<file path="config.mk">
export PLATFORM = sky130hd
export DESIGN_NAME = im_access_arbiter
export DESIGN_NICKNAME = d
export VERILOG_FILES = /design/src/rtl/im_access_arbiter.sv
export SDC_FILE = /design/constraint.sdc
export NUM_CORES = 1
export LEC_CHECK = 0
export ABC_AREA = 0
export BUFFER_PORTS_ARGS = -buffer_cell sky130_fd_sc_hd__buf_4
export CAP_MARGIN = 20
export CORE_ASPECT_RATIO = 0.5
export CORE_MARGIN = 8
export CORE_UTILIZATION = 40
export DETAILED_ROUTE_END_ITERATION = 6
export GPL_ROUTABILITY_DRIVEN = 0
export HOLD_SLACK_MARGIN = 0.1
export PLACE_DENSITY = 0.81
export SLEW_MARGIN = 20
export SYNTH_ARGS = -nofsm -noshare
export SYNTH_HDL_FRONTEND = slang
export SYNTH_SLANG_ARGS = --single-unit
</file>
<file path="constraint.sdc">
create_clock -name clk -period 3.6 [get_ports clk]
set_input_delay 0.72 -clock clk [delete_from_list [all_inputs] [get_ports clk]]
set_output_delay 0.72 -clock clk [all_outputs]
set_load 0.005 [all_outputs]
</file>
<file path="src/rtl/im_access_arbiter.sv">
`default_nettype none
// ============================================================================
// Module   : im_access_arbiter
// Function : Shares one single-port instruction RAM between the CPU fetch stage
//            (read-only) and a loader/debug port (read/write). Optional grant
//            statistics are enabled with the macro IM_ACCESS_STATS_EN.
// Revision : 1.0 - initial release
// ============================================================================
module im_access_arbiter #(
  parameter logic [31:0] BASE_ADDR     = 32'h0000_3000,
  parameter int          AW            = 11,
  parameter int          MAX_FETCH_RUN = 4
) (
  input  logic          clk,
  input  logic          reset,
  input  logic          f_req,
  input  logic [31:0]   f_pc,
  input  logic          f_stall,
  output logic [31:0]   f_ins,
  output logic          f_valid,
  output logic          f_err,
  input  logic          l_req,
  input  logic          l_we,
  input  logic [31:0]   l_addr,
  input  logic [31:0]   l_wdata,
  output logic [31:0]   l_rdata,
  output logic          l_ack,
  output logic [AW-1:0] m_addr,
  output logic [3:0]    m_we,
  output logic [31:0]   m_din,
  input  logic [31:0]   m_dout
`ifdef IM_ACCESS_STATS_EN
  ,
  output logic [31:0]   stat_fetch,
  output logic [31:0]   stat_load,
  output logic [31:0]   stat_conflict
`endif
);

  localparam int                 c_run_w   = $clog2(MAX_FETCH_RUN + 1);
  localparam logic [c_run_w-1:0] c_run_max = c_run_w'(MAX_FETCH_RUN);
  localparam logic [31:0]        c_depth   = 32'd1 << AW;

  localparam logic [1:0] c_st_idle = 2'd0;
  localparam logic [1:0] c_st_frd  = 2'd1;
  localparam logic [1:0] c_st_lrd  = 2'd2;
  localparam logic [1:0] c_st_lwr  = 2'd3;

  logic [1:0]         r_state;
  logic [c_run_w-1:0] r_run;
  logic               r_f_bad;   // in-flight fetch was an illegal address
  logic               r_l_bad;   // in-flight loader access was an illegal address
  logic [31:0]        r_ins;
  logic               r_fv;
  logic               r_fe;

  logic [31:0] w_f_idx;
  logic [31:0] w_l_idx;
  logic        w_f_bad;
  logic        w_l_bad;
  logic        w_frd;
  logic        w_l_busy;
  logic        w_f_elig;
  logic        w_l_elig;
  logic        w_f_grant;
  logic        w_l_grant;
  logic        w_l_wr_ok;

  assign w_f_idx = (f_pc - BASE_ADDR) >> 2;
  assign w_l_idx = (l_addr - BASE_ADDR) >> 2;
  assign w_f_bad = (f_pc < BASE_ADDR) || (w_f_idx >= c_depth) || (f_pc[1:0] != 2'b00);
  assign w_l_bad = (l_addr < BASE_ADDR) || (w_l_idx >= c_depth) || (l_addr[1:0] != 2'b00);

  assign w_frd    = (r_state == c_st_frd);
  assign w_l_busy = (r_state == c_st_lrd) || (r_state == c_st_lwr);

  // Fetch output comes straight from the RAM in the cycle after the grant and
  // from the holding register afterwards, so a stall never depends on m_dout.
  assign f_valid = !reset && (w_frd || r_fv);
  assign f_err   = !reset && (w_frd ? r_f_bad : r_fe);
  assign f_ins   = reset ? 32'd0 : (w_frd ? (r_f_bad ? 32'd0 : m_dout) : r_ins);

  assign l_ack   = !reset && w_l_busy;
  assign l_rdata = (!reset && (r_state == c_st_lrd) && !r_l_bad) ? m_dout : 32'd0;

  assign w_f_elig  = !reset && f_req && !(f_valid && f_stall);
  assign w_l_elig  = !reset && l_req && !w_l_busy;
  assign w_l_grant = w_l_elig && (!w_f_elig || (r_run >= c_run_max));
  assign w_f_grant = w_f_elig && !w_l_grant;

  assign w_l_wr_ok = w_l_grant && l_we && !w_l_bad;
  assign m_we      = w_l_wr_ok ? 4'b1111 : 4'b0000;
  assign m_din     = w_l_wr_ok ? l_wdata : 32'd0;
  assign m_addr    = (w_l_grant && !w_l_bad) ? w_l_idx[AW-1:0] :
                     (w_f_grant && !w_f_bad) ? w_f_idx[AW-1:0] : '0;

  always_ff @(posedge clk) begin
    if (reset) begin
      r_state <= c_st_idle;
      r_run   <= '0;
      r_f_bad <= 1'b0;
      r_l_bad <= 1'b0;
      r_ins   <= 32'd0;
      r_fv    <= 1'b0;
      r_fe    <= 1'b0;
    end else begin
      if (w_l_grant) begin
        r_state <= l_we ? c_st_lwr : c_st_lrd;
      end else if (w_f_grant) begin
        r_state <= c_st_frd;
      end else begin
        r_state <= c_st_idle;
      end
      r_f_bad <= w_f_bad;
      r_l_bad <= w_l_bad;
      r_ins   <= f_ins;
      r_fv    <= f_valid && f_stall;
      r_fe    <= f_err;
      if (w_l_grant || !l_req) begin
        r_run <= '0;
      end else if (w_f_grant && (r_run != c_run_max)) begin
        r_run <= r_run + c_run_w'(1);
      end
    end
  end

`ifdef IM_ACCESS_STATS_EN
  always_ff @(posedge clk) begin
    if (reset) begin
      stat_fetch    <= 32'd0;
      stat_load     <= 32'd0;
      stat_conflict <= 32'd0;
    end else begin
      if (w_f_grant && (stat_fetch != 32'hFFFF_FFFF)) begin
        stat_fetch <= stat_fetch + 32'd1;
      end
      if (w_l_grant && (stat_load != 32'hFFFF_FFFF)) begin
        stat_load <= stat_load + 32'd1;
      end
      if (w_f_elig && w_l_elig && (stat_conflict != 32'hFFFF_FFFF)) begin
        stat_conflict <= stat_conflict + 32'd1;
      end
    end
  end
`endif

endmodule
`default_nettype wire

</file>
==> results of run 1 <==
-- path summary, 6_finish.rpt --
check,startpoint,end,slack (ps)
setup reg to reg,r_state[1],r_state[0],1620
hold / removal,r_ins[19],r_ins[19],460
setup / recovery,l_addr[21],m_din[25],-130
hold reg to reg,r_ins[19],r_ins[19],460
-- synth_stat cells (2+ instances only) --
library cell | n | area share, %
a21o_1 | 2 | 0.48
inv_1 | 11 | 1.3
or4_1 | 5 | 1.2
nor3_1 | 6 | 0.95
nor4_2 | 2 | 0.79
or3_4 | 3 | 1.1
buf_6 | 3 | 1.1
ha_1 | 6 | 2.4
or2_2 | 2 | 0.40
nand3b_1 | 36 | 8.6
nand4_1 | 4 | 0.79
nor2b_1 | 2 | 0.40
buf_4 | 4 | 0.95
xor2_1 | 3 | 0.83
nand3_1 | 6 | 0.95
a32o_1 | 11 | 3.5
o31a_1 | 2 | 0.56
o211ai_1 | 2 | 0.48
nor4_1 | 11 | 2.2
a311oi_1 | 2 | 0.56
nor4b_1 | 2 | 0.56
nor2_1 | 14 | 1.7
or4b_1 | 2 | 0.64
a21oi_1 | 71 | 11
nand2_1 | 43 | 5.1
o21ai_1 | 3 | 0.48
nand4b_1 | 2 | 0.56
buf_2 | 3 | 0.48
xnor2_1 | 3 | 0.83
o21ai_0 | 5 | 0.79
clkbuf_1 | 21 | 2.5
and2_1 | 65 | 13
dfxtp_1 | 41 | 26
a31oi_1 | 2 | 0.40
-- per-stage QoR --
step | instances | setup slack (ps) | utilization, % | power, W | area (µm²)
after floorplan | 419 | 178.3 | - | 0.0006082 | 3151
after global placement | 764 | -63.30 | 65.66 | 0.0008000 | 5140
after detailed placement | 764 | -121.4 | 65.66 | 0.0008046 | 5140
after CTS | 773 | -53.69 | 68.73 | 0.001384 | 5380
after global routing | 777 | -190.7 | 70.51 | 0.001440 | 5519
final | 777 | -125.9 | 70.51 | 0.001377 | 5519
-- sequential cells by signal (all words and copies together), names as in the netlist --
register  flops
r_f_bad       1
r_fe          1
r_fv          1
r_ins        32
r_l_bad       1
r_run         3
r_state       2
-- metal layers --
metal / track usage [%] / vias up / routed length, µm
li1: - / 1997 / -
met4: 5.420 / 0 / 163
met3: 3.768 / 13 / 648
met2: 39.57 / 125 / 6912
met5: 0 / - / 0
met1: 23.45 / 1851 / 5138
-- power by group through the flow --
stage                     Clock [W]  Combinational (W)  Sequential (W)
after floorplan                   0           0.000122        0.000486
final                      0.000574           0.000321        0.000483
after CTS                  0.000583           0.000318        0.000482
after global routing       0.000605           0.000350        0.000485
after detailed placement          0           0.000312        0.000492
after global placement            0           0.000308        0.000492
-- repair_timing --
item,CTS,global route
hold endpoints to repair,0,0
gates cloned,1,3
buffers inserted,0,1
resized for setup,10,19
pin swaps,2,12
setup endpoints to repair,43,47
-- layout make-up --
class                   count  share of cell area [%]
well taps                 112                   2.539
clock buffers               5                   2.267
flip-flops and latches     41                   14.87
inverters                  11                  0.7481
clock inverters             3                   1.179
repair buffers            270                   38.27
multi-input cells         335                   40.13
-- worst reg2reg max path, stage by stage, from the launching register on --
cell and delay, ps:
dfxtp_1 430, nor2b_2 80, o21ai_1 340, nand2_1 130
a21oi_1 810, a21o_1 140
-- logic make-up (layout without fill, tap and decap cells) --
| group | Yosys count | after routing | synth area share (%) |
|---|---|---|---|
| and+or+nand+nor | 212 | 212 | 41.10 |
| muxes | 2 | 2 | 0.6751 |
| DFF | 41 | 41 | 26.05 |
| AOI/OAI and AO/OA | 109 | 109 | 21.68 |
| buffers and inverters | 43 | 289 | 6.434 |
| adders and majority gates | 6 | 6 | 2.383 |
| xor gates and xnor gates | 6 | 6 | 1.668 |
==> out/summary.txt, run 1 <==
RUN STATUS
----------------------------------------------------------------------------------------------------
Outcome                                                                                 complete, but fails checks
Violated checks                                                                         setup timing

CLOCK TREE
----------------------------------------------------------------------------------------------------
Root buffer selected by CTS                                                                clkbuf_16
Cts-stage hold buffer count                                                                        0
Number of buffers between clock root and the deepest sink                                          2
H-tree lvl count                                                                                   2
Sink Count                                                                                        41
TritonCTS clock tree                                                                           built
Clock-pin slew reported for the worst setup and hold paths after clock tree synthesis          60 ps
Source-to-sink clock delay at the later pin of the worst-skew pair                            280 ps
Number of buffers inserted during clock tree synthesis                                             5

TIMING
----------------------------------------------------------------------------------------------------
Final Hold Fails                                                                                   0
Setup clock skew after layout                                                               3.985 ps
Final worst path period share                                                                 103.5%
Worst Hold Slack                                                                            460.3 ps
Final count of negative-setup-slack endpoints                                                     40
Total Negative Setup Slacks                                                                 -3577 ps
RSZ-0062 raised after global routing                                                            true
Max-slew violation count                                                                           0
Final critical delay including setup and external delays                                     3726 ps
Actual transition at the worst max-transition pin                                            1032 ps
Highest achievable clock rate                                                             0.2684 GHz
Worst slew margin relative to its limit                                                       31.22%
Worst setup slack after layout                                                             -125.9 ps

FINISH
----------------------------------------------------------------------------------------------------
Count of filler cells inserted in the layout                                                     652
Layout-stage area growth over the synthesis result                                            75.18%
Share of post-route cells with drive strength above 1                                         46.32%
Post-layout nets                                                                                 804
Most common library cell in the layout ignoring fill and taps                                  buf_4
Diodes inserted                                                                                    0
Commonest cells after routing, fill and taps aside                                      257 x buf_4, 71 x a21oi_1, 58 x and2_1, 43 x nand2_1, 41 x dfxtp_1
Combined area of the multi-input logic cells                                                2215 µm²
Sequential Area                                                                            820.8 µm²

DRT
----------------------------------------------------------------------------------------------------
Drt drc                                                                                            0
Via total after detailed routing                                                                3986
Violation count after the first detailed-routing iteration                                       228
Drt total wl                                                                                12860 µm
Router iterations before antenna repair                                                            5
Routed wirelength normalized by instance count                                              16.55 µm
Vias per cell                                                                                  5.130
Routed Antenna Nets                                                                                0

WORST SETUP PATH
----------------------------------------------------------------------------------------------------
Type of destination of the critical path                                                 output port
Worst path required time                                                                     2880 ps
Most common cell type on the critical path                                                     buf_6
Buffer and inverter count on the worst path                                                        4
Critical-path maximum fanout                                                                       9
Critical path start-end classification                                                        in2out
Startpoint kind of the worst setup timing path                                          primary input
Worst path cell trace                                                                   buf_6, or4_4, nor4_1, xnor2_1, o2111ai_4, nor4_4, buf_6, clkbuf_16, and2_1, buf_4
Slowest Stage Delay on Critical Path                                                          540 ps
Depth of the most critical reg-to-reg path                                                         5
Data arrival, critical path                                                                  3010 ps
Kind of cell with the highest combined delay on the critical path                       simple AND/OR/NAND/NOR gates
Critical Path Stages                                                                              10
Slowest stage cell, crit path                                                                  or4_4

FLOORPLAN
----------------------------------------------------------------------------------------------------
Die outline area                                                                           11140 µm²
Overall die width                                                                           141.5 µm
Die height                                                                                  78.76 µm
Initial Util                                                                                  40.25%
Boundary pin count                                                                               248
Row count                                                                                         23
Area inside the core boundary                                                               7828 µm²

POWER AND IR DROP
----------------------------------------------------------------------------------------------------
P_leak                                                                                      2.509 nW
Max VDD drop                                                                               0.1642 mV
Register share of total power                                                                  35.0%
Comb pwr share                                                                                 23.3%
Cell internal power dissipation                                                           0.001042 W
Cell area power density                                                                 249.6 nW/µm²
Clock power frac                                                                               41.7%
Sw frac                                                                                       24.34%
Switch Pwr                                                                               0.0003352 W

LOGIC SYNTHESIS
----------------------------------------------------------------------------------------------------
Synthesized area per cell                                                                  7.519 µm²
FF+latch count, synth                                                                             41
Cell area after technology mapping                                                          3151 µm²
Gate count of the mapped netlist                                                                 419
Synth Flop Type                                                                              dfxtp_1
Ys async rst share                                                                                0%
Number of nets in the synthesized netlist                                                        559
Register area share after synthesis                                                           26.05%
Number of distinct library cells after synthesis                                                  53
EDFF count, synth                                                                                  0
Yosys warns                                                                                        0

GLOBAL ROUTING
----------------------------------------------------------------------------------------------------
Total global routing track utilization                                                        20.67%
Total grt overflow                                                                                 0
Initial antenna violation count                                                                    0
First-pass GRT wire length                                                                  19330 µm
Largest net degree at the start of global routing                                                 72
Vias in the first global route                                                                  3899

PLACED DESIGN
----------------------------------------------------------------------------------------------------
Port Buf Inserts                                                                                 247
Half-perimeter wire length after detailed placement                                          9639 µm

HOLD PATH
----------------------------------------------------------------------------------------------------
Hold path depth                                                                                    2
Class of the tightest hold or removal check                                                  reg2reg

RUN
----------------------------------------------------------------------------------------------------
Max Cap Viol                                                                                       0

Note: power is estimated with default switching activity, not from simulation.
==> inputs of run 2 (changes only) <==
- PLACE_DENSITY: 0.81 -> not set
- PLACE_DENSITY_LB_ADDON: not set -> 0.2
==> run 2 against run 1 <==
Compared with the run above: the flow still finishes with violations (setup timing); power shrank 9.9%; first-iteration DRC count down 40%; sequential share of layout area fell by 0.61 points; highest routed layer unchanged; maximum frequency down 2.7%; largest power group is now registers; clock skew is essentially flat; flip-flop and latch count unchanged; sequential power about the same; critical path depth grew 1; combinational power is 5% higher; cell area grew 4.3%; register-to-register slack better by 150 ps.
==> out/summary.txt, run 2 (synthesized netlist as in run 1, its figures left out) <==
TIMING
----------------------------------------------------------------------------------------------------
Final Hold Fails                                                                                   0
RSZ-0062 raised after global routing                                                            true
Highest achievable clock rate                                                             0.2613 GHz
Worst slew margin relative to its limit                                                       38.97%
Max-slew violation count                                                                           0
Worst Hold Slack                                                                            460.4 ps
Final critical delay including setup and external delays                                     3828 ps
Worst setup slack after layout                                                             -227.5 ps
Actual transition at the worst max-transition pin                                           915.4 ps
Final count of negative-setup-slack endpoints                                                     47
Final worst path period share                                                                 106.3%
Setup clock skew after layout                                                               4.041 ps

POWER AND IR DROP
----------------------------------------------------------------------------------------------------
Max VDD drop                                                                               0.1697 mV
Sw frac                                                                                       25.16%
Cell internal power dissipation                                                          0.0009289 W
P_leak                                                                                      2.619 nW
Cell area power density                                                                 215.7 nW/µm²
Switch Pwr                                                                               0.0003124 W
Clock power frac                                                                               34.0%
Comb pwr share                                                                                 27.1%
Register share of total power                                                                  38.9%

WORST SETUP PATH
----------------------------------------------------------------------------------------------------
Critical-path maximum fanout                                                                       9
Worst path cell trace                                                                   buf_6, or4_4, or4_4, xor2_2, o211ai_1, buf_4, nor4_4, buf_6, buf_12, and2_1, buf_4
Startpoint kind of the worst setup timing path                                          primary input
Buffer and inverter count on the worst path                                                        5
Data arrival, critical path                                                                  3110 ps
Critical path start-end classification                                                        in2out
Slowest Stage Delay on Critical Path                                                          540 ps
Slowest stage cell, crit path                                                                  or4_4
Type of destination of the critical path                                                 output port
Kind of cell with the highest combined delay on the critical path                       simple AND/OR/NAND/NOR gates
Worst path required time                                                                     2880 ps

RUN STATUS
----------------------------------------------------------------------------------------------------
Violated checks                                                                         setup timing
Outcome                                                                                 complete, but fails checks

FLOORPLAN
----------------------------------------------------------------------------------------------------
Die outline area                                                                           11140 µm²
Area inside the core boundary                                                               7828 µm²
Boundary pin count                                                                               248
Overall die width                                                                           141.5 µm
Row count                                                                                         23
Die height                                                                                  78.76 µm
Initial Util                                                                                  40.25%

FINISH
----------------------------------------------------------------------------------------------------
Post-layout nets                                                                                 827
Count of filler cells inserted in the layout                                                     628
Diodes inserted                                                                                    0
Combined area of the multi-input logic cells                                                2246 µm²
Share of post-route cells with drive strength above 1                                         49.34%
Commonest cells after routing, fill and taps aside                                      266 x buf_4, 70 x a21oi_1, 51 x and2_1, 43 x nand2_1, 41 x dfxtp_1
Register with the most flip-flops                                                              r_ins
Registers with the most flip-flops                                                      r_ins (32), r_run (3), r_state (2)
Most common library cell in the layout ignoring fill and taps                                  buf_4
Max FFs per register                                                                              32
Non-filler cells in the finished layout                                                          799
Sequential Area                                                                            820.8 µm²
Layout-stage area growth over the synthesis result                                            82.68%

CLOCK TREE
----------------------------------------------------------------------------------------------------
Source-to-sink clock delay at the later pin of the worst-skew pair                            270 ps
Sink Count                                                                                        41
Number of buffers between clock root and the deepest sink                                          2
H-tree lvl count                                                                                   2
Root buffer selected by CTS                                                                clkbuf_16
TritonCTS clock tree                                                                           built
Number of buffers inserted during clock tree synthesis                                             5
Clock-pin slew reported for the worst setup and hold paths after clock tree synthesis          50 ps

DRT
----------------------------------------------------------------------------------------------------
Violation count after the first detailed-routing iteration                                       136
Drt total wl                                                                                13430 µm
Routed wirelength normalized by instance count                                              16.80 µm
Router iterations before antenna repair                                                            4
Routed Antenna Nets                                                                                0
Via total after detailed routing                                                                4107
Vias per cell                                                                                  5.140
Drt drc                                                                                            0

GLOBAL ROUTING
----------------------------------------------------------------------------------------------------
Initial antenna violation count                                                                    0
Total global routing track utilization                                                        22.22%
Vias in the first global route                                                                  4028
Total grt overflow                                                                                 0
Largest net degree at the start of global routing                                                 71
First-pass GRT wire length                                                                  20330 µm

PLACED DESIGN
----------------------------------------------------------------------------------------------------
Port Buf Inserts                                                                                 247
Placed cell count                                                                                782
Half-perimeter wire length after detailed placement                                         10630 µm
Worst slack at placement                                                                   -587.4 ps

RUN
----------------------------------------------------------------------------------------------------
Max Cap Viol                                                                                       0

HOLD PATH
----------------------------------------------------------------------------------------------------
Class of the tightest hold or removal check                                                  reg2reg

## run 2: area by class of cell
class | instances | share of cell area, %
tap | 112 | 2.435
sequential | 41 | 14.26
inverter | 11 | 0.7174
multi-input combinational | 335 | 39.02
clock buffer | 7 | 2.478
timing repair buffer | 293 | 41.09
## run 2: layer usage
layer | global-route usage [%] | routed length (µm)
met4 | 7.226 | 342
met1 | 21.46 | 4709
met3 | 9.390 | 1419
met2 | 42.68 | 6953
met5 | 0 | 0
## run 2: worst paths after layout
path	cells past startpoint	slack, ps	startpoint	endpoint
setup / recovery	11	-230	l_addr[21]	m_din[9]
hold / removal	2	460	r_ins[12]	r_ins[12]
setup reg to reg	5	1770	r_state[0]	r_state[0]
hold reg to reg	2	460	r_ins[12]	r_ins[12]
## run 2: through the flow
step	area (µm²)	TNS [ps]	total power, W	util [%]
6_report	5756	-9119	0.001241	73.53
5_1_grt	5756	-11760	0.001310	73.53
4_1_cts	5610	-4604	0.001250	71.68
3_5_place_dp	5275	-11440	0.0008193	67.39
3_3_place_gp	5275	-10910	0.0008103	67.39
2_1_floorplan	3151	0	0.0006082	-
## run 2: worst register-to-register path, delay by kind of cell, from the launching register on
| kind | cells | cell delay [ps] |
|---|---|---|
| and+or+nand+nor | 2 | 280 |
| AOI/OAI and AO/OA | 3 | 1150 |
| DFF | 1 | 330 |
## run 2: timing repair
action / CTS / global route
endpoints found under the setup margin: 47 / 47
cloned: 2 / 2
buffers inserted: 6 / 0
hold buffers: 0 / 0
resized for setup: 21 / 30
pin swaps: 6 / 12
## run 2: power by group through the flow
stage / combinational (W) / sequential, W / clock, W
2_1_floorplan: 0.000122 / 0.000486 / 0
3_3_place_gp: 0.000319 / 0.000492 / 0
3_5_place_dp: 0.000327 / 0.000492 / 0
4_1_cts: 0.000333 / 0.000483 / 0.000435
5_1_grt: 0.000366 / 0.000485 / 0.000460
6_report: 0.000336 / 0.000483 / 0.000422
==> inputs of run 3 (changes only) <==
- clock period: 3.6 -> 4.3 ns (I/O delays scaled with it)
==> run 3 against run 2 <==
Compared with the run above: the flow now finishes without violations; hold slack about the same; global-route usage is 1.5 points lower; sequential share of layout area up 1.2 points; flip-flop and latch count is the same; critical path type unchanged; critical endpoint is now m_addr[8]; largest power group unchanged; highest routed layer unchanged.
==> out/summary.txt, run 3 (synthesized netlist as in run 1, its figures left out) <==
GLOBAL ROUTING
----------------------------------------------------------------------------------------------------
Vias in the first global route                                                                  3956
Largest net degree at the start of global routing                                                 39
Total grt overflow                                                                                 0
Total global routing track utilization                                                        20.69%
First-pass GRT wire length                                                                  19060 µm
Initial antenna violation count                                                                    0

FINISH
----------------------------------------------------------------------------------------------------
Register with the most flip-flops                                                              r_ins
Combined area of the multi-input logic cells                                                2151 µm²
Post-layout nets                                                                                 797
Most common library cell in the layout ignoring fill and taps                                  buf_4
Layout-stage area growth over the synthesis result                                            68.15%
Share of post-route cells with drive strength above 1                                         44.07%
Sequential Area                                                                            820.8 µm²
Max FFs per register                                                                              32
Registers with the most flip-flops                                                      r_ins (32), r_run (3), r_state (2)
Commonest cells after routing, fill and taps aside                                      262 x buf_4, 71 x a21oi_1, 65 x and2_1, 42 x nand2_1, 41 x dfxtp_1
Diodes inserted                                                                                    0
Count of filler cells inserted in the layout                                                     731
Final Instance Area                                                                         5298 µm²

FLOORPLAN
----------------------------------------------------------------------------------------------------
Overall die width                                                                           141.5 µm
Row count                                                                                         23
Die outline area                                                                           11140 µm²
Initial Util                                                                                  40.25%
Area inside the core boundary                                                               7828 µm²
Boundary pin count                                                                               248
Die height                                                                                  78.76 µm

TIMING
----------------------------------------------------------------------------------------------------
Actual transition at the worst max-transition pin                                           993.7 ps
Final critical delay including setup and external delays                                     4128 ps
Worst setup slack after layout                                                              171.6 ps
Setup clock skew after layout                                                               2.864 ps
Max-slew violation count                                                                           0
Worst slew margin relative to its limit                                                       33.75%
Final worst path period share                                                                 96.01%
Final Hold Fails                                                                                   0
Final count of negative-setup-slack endpoints                                                      0
Highest achievable clock rate                                                             0.2422 GHz

CLOCK TREE
----------------------------------------------------------------------------------------------------
TritonCTS clock tree                                                                           built
Clock-pin slew reported for the worst setup and hold paths after clock tree synthesis          60 ps
Number of buffers inserted during clock tree synthesis                                             5
Number of buffers between clock root and the deepest sink                                          2
H-tree lvl count                                                                                   2
Post-CTS setup buffer count                                                                        0
Root buffer selected by CTS                                                                clkbuf_16
Source-to-sink clock delay at the later pin of the worst-skew pair                            270 ps
Sink Count                                                                                        41
Cts-stage hold buffer count                                                                        0

DRT
----------------------------------------------------------------------------------------------------
Drt drc                                                                                            0
Violation count after the first detailed-routing iteration                                       129
Drt total wl                                                                                12390 µm
Vias per cell                                                                                  5.136
Router iterations before antenna repair                                                            4
Routed wirelength normalized by instance count                                              16.09 µm
Routed Antenna Nets                                                                                0
Via total after detailed routing                                                                3955

WORST SETUP PATH
----------------------------------------------------------------------------------------------------
Critical path start-end classification                                                        in2out
Kind of cell with the highest combined delay on the critical path                       simple AND/OR/NAND/NOR gates
Crit path to                                                                               m_addr[8]
Depth of the most critical reg-to-reg path                                                         5
Worst path required time                                                                     3440 ps
Critical-path maximum fanout                                                                      11
R2r startpoint                                                                            r_state[0]
Startpoint kind of the worst setup timing path                                          primary input
Endpoint of the worst register-to-register path                                           r_state[0]
Critical Path Stages                                                                               8
Buffer and inverter count on the worst path                                                        2
Register-to-register setup slack                                                             2420 ps
Most common cell type on the critical path                                                     buf_4
Worst path cell trace                                                                   buf_4, ha_1, or4b_1, a2111oi_1, o211ai_1, nor3_2, a32o_1, buf_4
Data arrival, critical path                                                                  3270 ps
Slowest Stage Delay on Critical Path                                                          540 ps
Slowest stage cell, crit path                                                                 nor3_2
Crit path from                                                                            l_addr[12]
Type of destination of the critical path                                                 output port

POWER AND IR DROP
----------------------------------------------------------------------------------------------------
Max VDD drop                                                                               0.1561 mV
Cell area power density                                                                 196.7 nW/µm²
P_leak                                                                                      2.400 nW

RUN
----------------------------------------------------------------------------------------------------
Max Cap Viol                                                                                       0

RUN STATUS
----------------------------------------------------------------------------------------------------
Outcome                                                                                 finished clean

HOLD PATH
----------------------------------------------------------------------------------------------------
Class of the tightest hold or removal check                                                  reg2reg

PLACED DESIGN
----------------------------------------------------------------------------------------------------
Half-perimeter wire length after detailed placement                                         10200 µm
Post-placement cell area                                                                    5125 µm²
Worst slack at placement                                                                   -252.1 ps
Port Buf Inserts                                                                                 247

## run 3: changes by cell type in the layout (fill, tap and decap cells not counted), sizes merged
cell	delta
buf	-29
clkbuf	-1
clkinv	+1
## run 3: routing by layer
metal | global-route usage (%) | vias up | part of all wire [%]
li1 | - | 1985 | -
met1 | 19.39 | 1802 | 35
met2 | 39.76 | 141 | 51
met3 | 9.091 | 27 | 10
met4 | 7.864 | 0 | 2.9
met5 | 0 | - | 0
## run 3: worst min path at each step
| stage | start | end | slack (ps) | cells after the start |
|---|---|---|---|---|
| 3_3_place_gp | r_ins[6] | r_ins[6] | 450 | 2 |
| 4_1_cts | r_ins[12] | r_ins[12] | 460 | 2 |
| 6_report | r_ins[19] | r_ins[19] | 460 | 2 |
| 3_5_place_dp | r_ins[12] | r_ins[12] | 450 | 2 |
| 5_1_grt | r_ins[31] | r_ins[31] | 480 | 2 |
| 2_1_floorplan | r_ins[0] | r_ins[0] | 440 | 2 |
## run 3: what timing repair did
item	CTS	global route
gates resized for setup	1	2
setup endpoints to repair	11	40
cloned	0	0
## run 3: layout make-up
class                           instances  share of cell area [%]
Sequential cell                        41                   15.49
Clock buffer                            7                   2.881
Tap cell                              112                   2.645
Clock inverter                          1                 0.09447
Multi-Input combinational cell        335                   40.60
Timing Repair Buffer                  263                   37.51
Inverter                               11                  0.7794
## run 3: worst reg2reg max path, stage by stage (launching register included)
cell	delay (ps)
dfxtp_1	330
nor2b_2	160
o21ai_1	290
nand2_1	120
a21oi_1	780
a21o_1	140
## run 3: stage by stage
step / setup TNS (ps) / hold WS (ps) / util [%] / total power [W] / cells
5_1_grt: -57.80 / 481.5 / 67.68 / 0.001099 / 770
3_5_place_dp: -2622 / 454.9 / 65.47 / 0.0006719 / 762
4_1_cts: 0 / 462.7 / 67.55 / 0.001053 / 770
3_3_place_gp: -1489 / 446.7 / 65.47 / 0.0006673 / 762
2_1_floorplan: 0 / 440.4 / - / 0.0005092 / 419
6_report: 0 / 460.6 / 67.68 / 0.001042 / 770
## run 3: power by group
part,switching [W],total [W],internal [W]
clock network,0.000132,0.000377,0.000245
registers,0.00000846,0.000404,0.000395
logic,0.000118,0.000261,0.000143
total,0.000259,0.00104,0.000784
